`src/rtl/lsu_ecc_scrub.sv`:
```
// lsu_ecc_scrub: queues single-bit-corrected DCCM words and writes them back with fresh SECDED check bits.
// Optional build macro LSU_ECC_SCRUB_CNT_EN adds the granted-scrub counter (scrub_cnt, scrub_cnt_clr).
module lsu_ecc_scrub #(
   parameter int DEPTH  = 4,
   parameter int ADDR_W = 16,
   parameter int DATA_W = 32,
   parameter int ECC_W  = 7
) (
   input  logic              clk,
   input  logic              rst_l,
   input  logic              ecc_chk_valid_dc3,
   input  logic              single_ecc_error_lo_dc3,
   input  logic              single_ecc_error_hi_dc3,
   input  logic              lsu_double_ecc_error_dc3,
   input  logic              dec_tlu_core_ecc_disable,
   input  logic [ADDR_W-1:0] lsu_addr_dc3,
   input  logic [ADDR_W-1:0] end_addr_dc3,
   input  logic [DATA_W-1:0] store_ecc_datafn_lo_dc3,
   input  logic [DATA_W-1:0] store_ecc_datafn_hi_dc3,
   input  logic              scrub_wr_gnt,
   output logic              scrub_wr_req,
   output logic [ADDR_W-1:0] scrub_wr_addr,
   output logic [DATA_W-1:0] scrub_wr_data,
   output logic [ECC_W-1:0]  scrub_wr_ecc,
   output logic              scrub_full,
   output logic              scrub_overflow
`ifdef LSU_ECC_SCRUB_CNT_EN
   ,
   input  logic              scrub_cnt_clr,
   output logic [15:0]       scrub_cnt
`endif
);

   localparam int PTR_W = $clog2(DEPTH);
   localparam int CNT_W = PTR_W + 1;
   localparam logic [CNT_W-1:0] DEPTH_C = CNT_W'(DEPTH);
   localparam logic [ADDR_W-1:0] WORD_MASK = {{(ADDR_W-2){1'b1}}, 2'b00};

   typedef enum logic [0:0] {
      IDLE = 1'b0,
      REQ  = 1'b1
   } state_t;

   // Hamming SECDED (39,32) check bits, identical to the DCCM encoder.
   function automatic logic [6:0] rvecc_encode(input logic [31:0] din);
      logic [6:0] ecc;
      ecc[0] = ^(din & 32'h56AA_AD5B);
      ecc[1] = ^(din & 32'h9B33_366D);
      ecc[2] = ^(din & 32'hE3C3_C78E);
      ecc[3] = ^(din & 32'h03FC_07F0);
      ecc[4] = ^(din & 32'h03FF_F800);
      ecc[5] = ^(din & 32'hFC00_0000);
      ecc[6] = ^{din, ecc[5:0]};
      return ecc;
   endfunction

   state_t            state_r;
   state_t            state_s;
   logic [ADDR_W-1:0] q_addr_r [DEPTH];
   logic [DATA_W-1:0] q_data_r [DEPTH];
   logic [PTR_W-1:0]  wr_ptr_r;
   logic [PTR_W-1:0]  rd_ptr_r;
   logic [PTR_W-1:0]  hi_idx_s;
   logic [CNT_W-1:0]  count_r;
   logic [CNT_W-1:0]  count_s;
   logic [CNT_W-1:0]  free_s;
   logic              full_r;
   logic              ovf_r;
   logic              cap_s;
   logic              pop_s;
   logic              push_lo_s;
   logic              push_hi_s;
   logic              drop_s;
   logic              req_s;
   logic [ADDR_W-1:0] addr_s;
   logic [DATA_W-1:0] data_s;

   // Capture qualification and slot allocation; room is counted after this cycle's pop.
   always_comb begin
      cap_s     = ecc_chk_valid_dc3 & ~dec_tlu_core_ecc_disable & ~lsu_double_ecc_error_dc3;
      pop_s     = (state_r == REQ) & scrub_wr_gnt;
      free_s    = DEPTH_C - count_r + CNT_W'(pop_s);
      push_lo_s = cap_s & single_ecc_error_lo_dc3 & (free_s != {CNT_W{1'b0}});
      push_hi_s = cap_s & single_ecc_error_hi_dc3 & (free_s > CNT_W'(push_lo_s));
      drop_s    = (cap_s & single_ecc_error_lo_dc3 & ~push_lo_s) |
                  (cap_s & single_ecc_error_hi_dc3 & ~push_hi_s);
      hi_idx_s  = wr_ptr_r + PTR_W'(push_lo_s);
      count_s   = count_r + CNT_W'(push_lo_s) + CNT_W'(push_hi_s) - CNT_W'(pop_s);
   end

   // Queue storage; lo lands ahead of hi so lo is written back first.
   always_ff @(posedge clk) begin
      if (push_lo_s) begin
         q_addr_r[wr_ptr_r] <= lsu_addr_dc3 & WORD_MASK;
         q_data_r[wr_ptr_r] <= store_ecc_datafn_lo_dc3;
      end
      if (push_hi_s) begin
         q_addr_r[hi_idx_s] <= end_addr_dc3 & WORD_MASK;
         q_data_r[hi_idx_s] <= store_ecc_datafn_hi_dc3;
      end
   end

   // Pointers, occupancy and status flags.
   always_ff @(posedge clk) begin
      if (!rst_l) begin
         wr_ptr_r <= {PTR_W{1'b0}};
         rd_ptr_r <= {PTR_W{1'b0}};
         count_r  <= {CNT_W{1'b0}};
         full_r   <= 1'b0;
         ovf_r    <= 1'b0;
      end else begin
         wr_ptr_r <= wr_ptr_r + PTR_W'(push_lo_s) + PTR_W'(push_hi_s);
         rd_ptr_r <= rd_ptr_r + PTR_W'(pop_s);
         count_r  <= count_s;
         full_r   <= (count_s == DEPTH_C);
         ovf_r    <= drop_s;
      end
   end

   // FSM state register.
   always_ff @(posedge clk) begin
      if (!rst_l) begin
         state_r <= IDLE;
      end else begin
         state_r <= state_s;
      end
   end

   // FSM next state and write-port drive; the head is held until granted.
   always_comb begin
      state_s = state_r;
      req_s   = 1'b0;
      addr_s  = {ADDR_W{1'b0}};
      data_s  = {DATA_W{1'b0}};
      case (state_r)
         IDLE: begin
            if (count_s != {CNT_W{1'b0}}) begin
               state_s = REQ;
            end else begin
               state_s = IDLE;
            end
         end
         REQ: begin
            req_s  = 1'b1;
            addr_s = q_addr_r[rd_ptr_r];
            data_s = q_data_r[rd_ptr_r];
            if (count_s == {CNT_W{1'b0}}) begin
               state_s = IDLE;
            end else begin
               state_s = REQ;
            end
         end
         default: begin
            state_s = IDLE;
         end
      endcase
   end

   assign scrub_wr_req   = req_s;
   assign scrub_wr_addr  = addr_s;
   assign scrub_wr_data  = data_s;
   assign scrub_wr_ecc   = rvecc_encode(data_s);
   assign scrub_full     = full_r;
   assign scrub_overflow = ovf_r;

`ifdef LSU_ECC_SCRUB_CNT_EN
   logic [15:0] cnt_r;

   // Saturating count of granted scrub writes; clear wins over increment.
   always_ff @(posedge clk) begin
      if (!rst_l) begin
         cnt_r <= 16'h0000;
      end else if (scrub_cnt_clr) begin
         cnt_r <= 16'h0000;
      end else if (pop_s && (cnt_r != 16'hFFFF)) begin
         cnt_r <= cnt_r + 16'h0001;
      end else begin
         cnt_r <= cnt_r;
      end
   end

   assign scrub_cnt = cnt_r;
`endif

endmodule

```
`config.mk`:
```
export PLATFORM = sky130hd
export DESIGN_NAME = lsu_ecc_scrub
export DESIGN_NICKNAME = d
export VERILOG_FILES = /design/src/rtl/lsu_ecc_scrub.sv
export SDC_FILE = /design/constraint.sdc
export NUM_CORES = 1
export LEC_CHECK = 0
export ABC_AREA = 1
export CORE_MARGIN = 3
export CORE_UTILIZATION = 40
export DETAILED_ROUTE_END_ITERATION = 12
export HOLD_SLACK_MARGIN = 0.08
export PLACE_DENSITY_LB_ADDON = 0.1
export SLEW_MARGIN = 15
export SYNTH_ARGS = -nofsm -noshare
export SYNTH_HDL_FRONTEND = slang
export SYNTH_SLANG_ARGS = --single-unit
export TNS_END_PERCENT = 10
```
`constraint.sdc`:
```
create_clock -name clk -period 8.3 [get_ports clk]
set_input_delay 1.66 -clock clk [delete_from_list [all_inputs] [get_ports clk]]
set_output_delay 1.66 -clock clk [all_outputs]
set_load 0.01 [all_outputs]
```
==> results of run 1 <==
## flip-flops by register name (all words and copies together), names as in the netlist
signal / flops
q_data_r: 128
q_addr_r: 56
count_r: 3
rd_ptr_r: 2
wr_ptr_r: 2
scrub_full: 1
scrub_overflow: 1
state_r: 1
## stage by stage
stage / std cells / setup WS [ps] / total power, uW / hold slack (ps) / util (%)
3_3_place_gp: 2028 / 1800 / 3650 / 620 / 47.0
6_report: 2059 / 2180 / 4440 / 628 / 48.9
3_5_place_dp: 2028 / 1750 / 3700 / 622 / 47.0
2_1_floorplan: 1562 / 1710 / 2860 / 559 / -
5_1_grt: 2059 / 1800 / 4820 / 677 / 48.9
4_1_cts: 2059 / 2200 / 4470 / 637 / 48.9
## logic make-up after synthesis
kind of cell | Yosys count
adder cells (fa/ha/maj) | 9
flip-flops | 194
AND/OR/NAND/NOR | 874
AO/OA/AOI/OAI | 248
other | 1
buffers and inverters | 226
XOR/XNOR | 9
## worst max-delay path by stage
stage                       from                         to  slack, ps  cells after the start
CTS                 scrub_wr_gnt   q_data_r[2][3]$_DFFE_PP_       2200                     18
global route        scrub_wr_gnt  q_data_r[2][16]$_DFFE_PP_       1800                     18
finish              scrub_wr_gnt  q_data_r[2][16]$_DFFE_PP_       2180                     18
detailed placement  scrub_wr_gnt  q_data_r[2][13]$_DFFE_PP_       1750                     18
global placement    scrub_wr_gnt  q_data_r[2][13]$_DFFE_PP_       1800                     18
floorplan           scrub_wr_gnt   q_addr_r[2][0]$_DFFE_PP_       1710                     12
## layer usage
layer  routed length, um  track usage, %
met1               14900            28.6
met2               15200            34.8
met3                2110            3.87
met4                 410            5.43
met5                  20               0
## area by class of cell
cell class,count,area share [%]
Multi-Input combinational cell,1142,36.7
Tap cell,384,3.41
Sequential cell,194,40.6
Clock inverter,14,0.843
Inverter,143,3.84
Timing Repair Buffer,165,11.5
Clock buffer,17,3.02
## cells in the mapped netlist
master and n:
edfxtp_1 184, dfxtp_1 10, nand3_2 11, nand4_1 2, a21oi_1 16, o21bai_1 1, o21ai_0 225, inv_2 18
buf_6 7, nor2_1 78, xnor2_1 6, xor2_1 3, fa_1 1, nand2_2 15, buf_2 14, nand3b_1 1
conb_1 1, buf_1 6, a21oi_2 1, o21ai_1 2, o21a_1 1, buf_8 1, nand2_1 615, buf_4 10
inv_4 2, nor2_2 12, nand3_1 135, clkbuf_1 45, nor2_4 3, nor3_1 2, inv_1 123, o31ai_1 2
ha_1 8
## cells in the final DEF, fill, tap and decap left out, types with 3 or more instances in the layout
| cell | count |
|---|---|
| nor2_4 | 3 |
| inv_6 | 8 |
| nand2_2 | 15 |
| edfxtp_1 | 184 |
| o21ai_0 | 223 |
| dfxtp_1 | 7 |
| a21oi_1 | 16 |
| nand3_4 | 4 |
| nand3_2 | 11 |
| clkinv_4 | 3 |
| clkinvlp_4 | 3 |
| clkdlybuf4s50_1 | 155 |
| xnor2_1 | 6 |
| nand3_1 | 131 |
| xor2_1 | 3 |
| inv_1 | 123 |
| clkbuf_16 | 17 |
| nor2_2 | 12 |
| nor2_1 | 78 |
| inv_2 | 18 |
| nand2_1 | 615 |
| ha_1 | 8 |
| buf_4 | 10 |
## tightest hold or removal path: stages, from the launching register on
cell and delay, ps:
dfxtp_1 350, ha_1 170, nor3_1 60
## power by group
part           switching (uW)  internal [uW]
clock                     383            391
sequential               70.4           1130
combinational            1510            954
==> impl_results.md, run 1 <==
- Outcome: finished clean
- 1st-pass router iterations: 7
- Fin area: 14,100 um2
- Top cells by area, synth: edfxtp_1 (47%), nand2_1 (20%), o21ai_0 (9.6%), nand3_1 (5.7%), inv_1 (3.9%)
- Number of diodes: 0
- Leak: around 0.0063 uW
- Area of the core: just under 30,000 um2
- Final period utilization: between 70% and 80%
- RR Startpoint: state_r$_SDFF_PN0_
- Critical path's slowest cell: nand3_4
- Vias per inst: approximately 5
- Adder-cell share of the synthesized area: a little over 1%
- Setup bufs post-CTS: 0
- Final Routed Wirelength: ~33 mm
- Min-delay src: count_r[0]$_SDFF_PN0_
- Fill count: between 2k and 3k
- Reg area: 5730 um2
- Hold depth: 2
- Die height: 178 um
- Wire length per cell: about 16 um
- DR iter-0 viols: roughly 800
- Yosys top cell area share: 46.9%
- Via count: ~10k
- CTS H-Tree Depth: 4
- CTS Root Cell: clkbuf_16
- Placer's final routability congestion estimate: ~0.86
- Ports: ~160
- Max incr delay on CP: between 800 and 900 ps
- Worst Skew: 12.1 ps
- Antenna Nets Post-Route: 0
- Worst min path class: reg -> reg
- Setup Total Neg Slack: 0 ps
- Cell area after synthesis: 11,800 um2
- Vias in the first global route: a little under 10k
- Clk sink count: around 190
- Synthesized-area fraction occupied by xor and xnor cells: 0.669%
- Area Growth Syn to Fin: 19.8%
- Die ar.: about 32,000 um2
- Post-synthesis sequential area ratio: between 40% and 50%
- Worst r2r path cells: 17
- Synth Register Bits: roughly 190
- Critical Path Most Common Cell: inv_1
- Post-synthesis cell type count: 33
- Worst r2r dst: q_data_r[2][16]$_DFFE_PP_
- Fin. max-slew vios: 0
- Max VDD drop: between 0.2 and 0.25 mV
- Final hold violation count: 0
- Max clock buf depth: 2
- Nets@finish: 1,776
- Post-synth top area cell: edfxtp_1
- Multi-input gate area: approximately 5200 um2
- Site Rows: between 60 and 70
- Antenna violations before repair: 1
- Rel. slew slack: 23.4%
- DPL Wire Length: 20.7 mm
- First-pass GRT wire length: about 50 mm
- Worst reg-to-reg setup slack: 2830 ps
- CP arrival: between 6000 and 7000 ps
- CP top delay family: buffers and inverters
- Clock latency on the worst-skew pair: roughly 440 ps
- Maxcap violations: 0
- Total number of yosys warnings: 0
- Unrepaired setup endpoints after global routing: false
- PostCTS Resize Cnt: 0
- Kind of critical path: in -> reg
- Crit. End Element: register
- Crit path buf inv count: 6
- # hold bufs at CTS: 0
- Max Freq: 163 MHz
- Largest net degree at the start of global routing: 94
- Grt total ovfl: 0
- Die X: between 150 and 200 um
- CTS buffer count: 17
- Largest family of logic cells by synthesized area: simple AND/OR/NAND/NOR gates
- Crit path cell chain: clkdlybuf4s50_1, nand2_1, ha_1, inv_1, ha_1, xnor2_1, inv_1, nor2_1, nand2_1, inv_1, nor2_1, ha_1, o21ai_0, nand2_1, inv_1, nand3_4, o31ai_4, buf_4
- PwrDens: 315 nW/um2
- Worst setup SP type: input pin
- Initial Util: about two fifths
- Simple-Gate Fraction of Synth Area: a little under a third
- Drt drc: 0
- PortBufs: between 150 and 200
- Maximum fanout along the worst path: 93
- TritonCTS clock tree: built
- Final setup vio count: 0
- Crit path required time: between 8000 and 9000 ps
- Worst-margin pin slew: 1140 ps
- Crit path time final: just over 6000 ps
- Hold endpoint: scrub_full$_SDFF_PN0_
- Clk slew on worst S/H paths: 70 ps
- Share of layout cells above drive strength 1: ~6.8%
- Synth Instances: about 1.6k
- Syn avg cell area: 7.54 um2
- Synth Area in Compound Gates: a little over a tenth
- GRT Util Overall: a little over a fifth
- Mux contribution to synthesized area: 0%
- Placed cell area: around 14,000 um2
Note: power is estimated with default switching activity, not from simulation.
==> inputs of run 2 (changes only) <==
==> constraint.sdc (replaced) <==
create_clock -name clk -period 5.2 [get_ports clk]
set_input_delay 1.04 -clock clk [delete_from_list [all_inputs] [get_ports clk]]
set_output_delay 1.04 -clock clk [all_outputs]
set_load 0.01 [all_outputs]
==> run 2 against run 1 <==
Clock skew shrank 1.3 ps. Cell area grew 2.0%. Register-to-register slack lost 1600 ps. Setup slack lost 1800 ps. First-iteration DRC count grew 0.25%. Sequential power grew 53%. Global-route usage shrank 0.12 points. Utilization grew 0.99 points. Die area is the same. Via count shrank 0.13%. Clock power grew 64%. Critical endpoint is now scrub_wr_ecc[6]. Largest power group unchanged. Highest routed layer unchanged.
==> impl_results.md, run 2 (synthesis gave the netlist of run 1 again) <==
- Outcome: finished clean
- Largest net degree at the start of global routing: 69 (-27%)
- Max VDD drop: 0.457 mV (+110%)
- Dpl ws: 397 ps (-1360 ps)
- Max Freq: 206 MHz
- PwrDens: 497 nW/um2 (+58%)
- Maxcap violations: 0 (unchanged)
- Max incr delay on CP: 590 ps (-290 ps)
- Max clock buf depth: 2 (unchanged)
- Crit path time final: between 4000 and 5000 ps
- Worst min path class: reg -> reg
- Antenna Nets Post-Route: 0 (unchanged)
- Min-delay src: rd_ptr_r[1]$_SDFF_PN0_
- Rel. slew slack: 30.1% (+6.7 points)
- Area of the core: 28,900 um2 (unchanged)
- Clk sink count: 194 (unchanged)
- Largest registers: q_data_r (128), q_addr_r (56), count_r (3)
- CTS H-Tree Depth: 4 (unchanged)
- Grt total ovfl: 0 (unchanged)
- Worst r2r dst: scrub_full$_SDFF_PN0_
- Die height: 178 um (unchanged)
- Hold endpoint: rd_ptr_r[1]$_SDFF_PN0_
- # hold bufs at CTS: 0 (unchanged)
- Initial Util: 40.8% (unchanged)
- Via count: 10.3k (-0.13%)
- Combinational Power Share: 56.7% (+1.1 points)
- Most flops, register: q_data_r
- Final setup vio count: 0 (unchanged)
- Number of diodes: 0 (unchanged)
- Crit path cell chain: buf_4, nand3_1, nand2_1, inv_1, o21ai_0, nand2_1, nand2_1, nand2_1, nand3_1, nand3_2, nand2_2, nand2_1, nand3_1, nand2_1, inv_1, nand2_1, nand2_1, clkdlybuf4s50_1
- Seq pwr share: 25.6% (-1.4 points)
- Wire length per cell: 15.8 um (-0.57%)
- Setup bufs post-CTS: 0 (unchanged)
- CTS Root Cell: clkbuf_16
- PortBufs: 155 (unchanged)
- Worst setup SP type: register
- Final Core Density: 49.9% (+0.99 points)
- CP arrival: 3810 ps (-2380 ps)
- Final Routed Wirelength: 32.8 mm (+0.30%)
- Max reg flops: 128 (unchanged)
- Final setup margin: 345 ps (-1830 ps)
- Pwr Total: 7160 uW (+61%)
- Hold depth: 2 (unchanged)
- Die X: 178 um (unchanged)
- Final hold violation count: 0 (unchanged)
- Clock Power Share: 17.7% (+0.3 points)
- Nets@finish: 1,794 (+1.0%)
- Critical Path Most Common Cell: nand2_1
- Worst reg-to-reg setup slack: 1230 ps (-1600 ps)
- Worst setup path start: rd_ptr_r[1]$_SDFF_PN0_
- Final period utilization: between 90% and 100%
- 1st-pass router iterations: 5 (-2)
- Share of layout cells above drive strength 1: 7.80% (+0.99 points)
- Sw Ratio: 44.2% (-0.14 points)
- Kind of critical path: reg -> out
- Pint: 4000 uW (+62%)
- GRT Util Overall: 20.9% (-0.12 points)
- RR Startpoint: state_r$_SDFF_PN0_
- Clk slew on worst S/H paths: 70 ps (about the same)
- Vias per inst: 4.97 (-0.99%)
- Ports: 162 (unchanged)
- Crit path required time: 4160 ps (-4200 ps)
- Most frequent cells in the layout: nand2_1 (615), o21ai_0 (223), edfxtp_1 (184)
- Leak: 0.00641 uW (+2.1%)
- Setup Total Neg Slack: 0 ps (unchanged)
- Commonest non-fill, non-tap cell in the layout: nand2_1
- DPL Wire Length: 22.4 mm (+8.2%)
- Antenna violations before repair: 2 (+1)
- DR iter-0 viols: 803 (+0.25%)
- Fin. max-slew vios: 0 (unchanged)
- Die ar.: 31,500 um2 (unchanged)
- Switch Pwr: 3160 uW (+61%)
- Maximum fanout along the worst path: 44 (-53%)
- Critical path's slowest cell: buf_4
- Vias in the first global route: 9,563 (-1.4%)
- Clock latency on the worst-skew pair: 430 ps (about the same)
- Placer's final routability congestion estimate: 0.852 (-0.95%)
- Crit. End Element: output pin
- Hold Slack: 605 ps (-23.5 ps)
- TritonCTS clock tree: built
- First-pass GRT wire length: 51.0 mm (-0.96%)
- Unrepaired setup endpoints after global routing: false
- CTS buffer count: 17 (unchanged)
- Worst r2r path cells: 22 (+5)
- Worst Skew: 10.9 ps (-1.28 ps)
- Area Growth Syn to Fin: 22.2%
- Drt drc: 0 (unchanged)
- Worst-margin pin slew: 1050 ps (-96.2 ps)
- PostCTS Resize Cnt: 0 (unchanged)
- Site Rows: 62 (unchanged)
## run 2: cell types whose count changed in the layout (fill, tap and decap cells not counted), sizes merged
cell / delta
buf: +18
inv: -2
clkinv: +3
clkinvlp: -1
## run 2: stage by stage
step                      std cells  instance area, um2
final                          2077               14400
after global routing           2077               14400
after CTS                      2077               14400
after detailed placement       2046               13800
after global placement         2046               13800
after floorplan                1562               11800
## run 2: final cells by class
type | instances | area, um2
clock buffers | 17 | 425
multi-input cells | 1142 | 5180
clock inverters | 14 | 145
flip-flops and latches | 194 | 5730
inverters | 143 | 542
fillers | 2808 | 14500
repair buffers | 183 | 1890
well taps | 384 | 480
## run 2: per-layer routing
layer / routed length [um] / track usage, %
met1: 15000 / 28.4
met2: 15700 / 35.5
met3: 1760 / 3.29
met4: 325 / 4.48
met5: 34 / 0
## run 2: worst max path at each step
stage                                           to
after floorplan           q_addr_r[2][0]$_DFFE_PP_
after global placement       scrub_full$_SDFF_PN0_
after detailed placement     scrub_full$_SDFF_PN0_
after CTS                          scrub_wr_ecc[6]
after global routing               scrub_wr_ecc[6]
final                              scrub_wr_ecc[6]
## run 2: power groups by stage
stage | Combinational (uW) | Clock (uW) | Sequential, uW
2_1_floorplan | 2700 | 0 | 1860
3_3_place_gp | 4000 | 0 | 1870
3_5_place_dp | 4070 | 0 | 1870
4_1_cts | 4080 | 1290 | 1830
5_1_grt | 4600 | 1340 | 1840
6_report | 4050 | 1270 | 1830
## run 2: worst max-delay path: cells and delay by family (launching register included)
family / cells / cell delay, ps
AO/OA/AOI/OAI: 1 / 270
AND/OR/NAND/NOR: 13 / 1340
flip-flops: 1 / 490
buffers and inverters: 4 / 1230
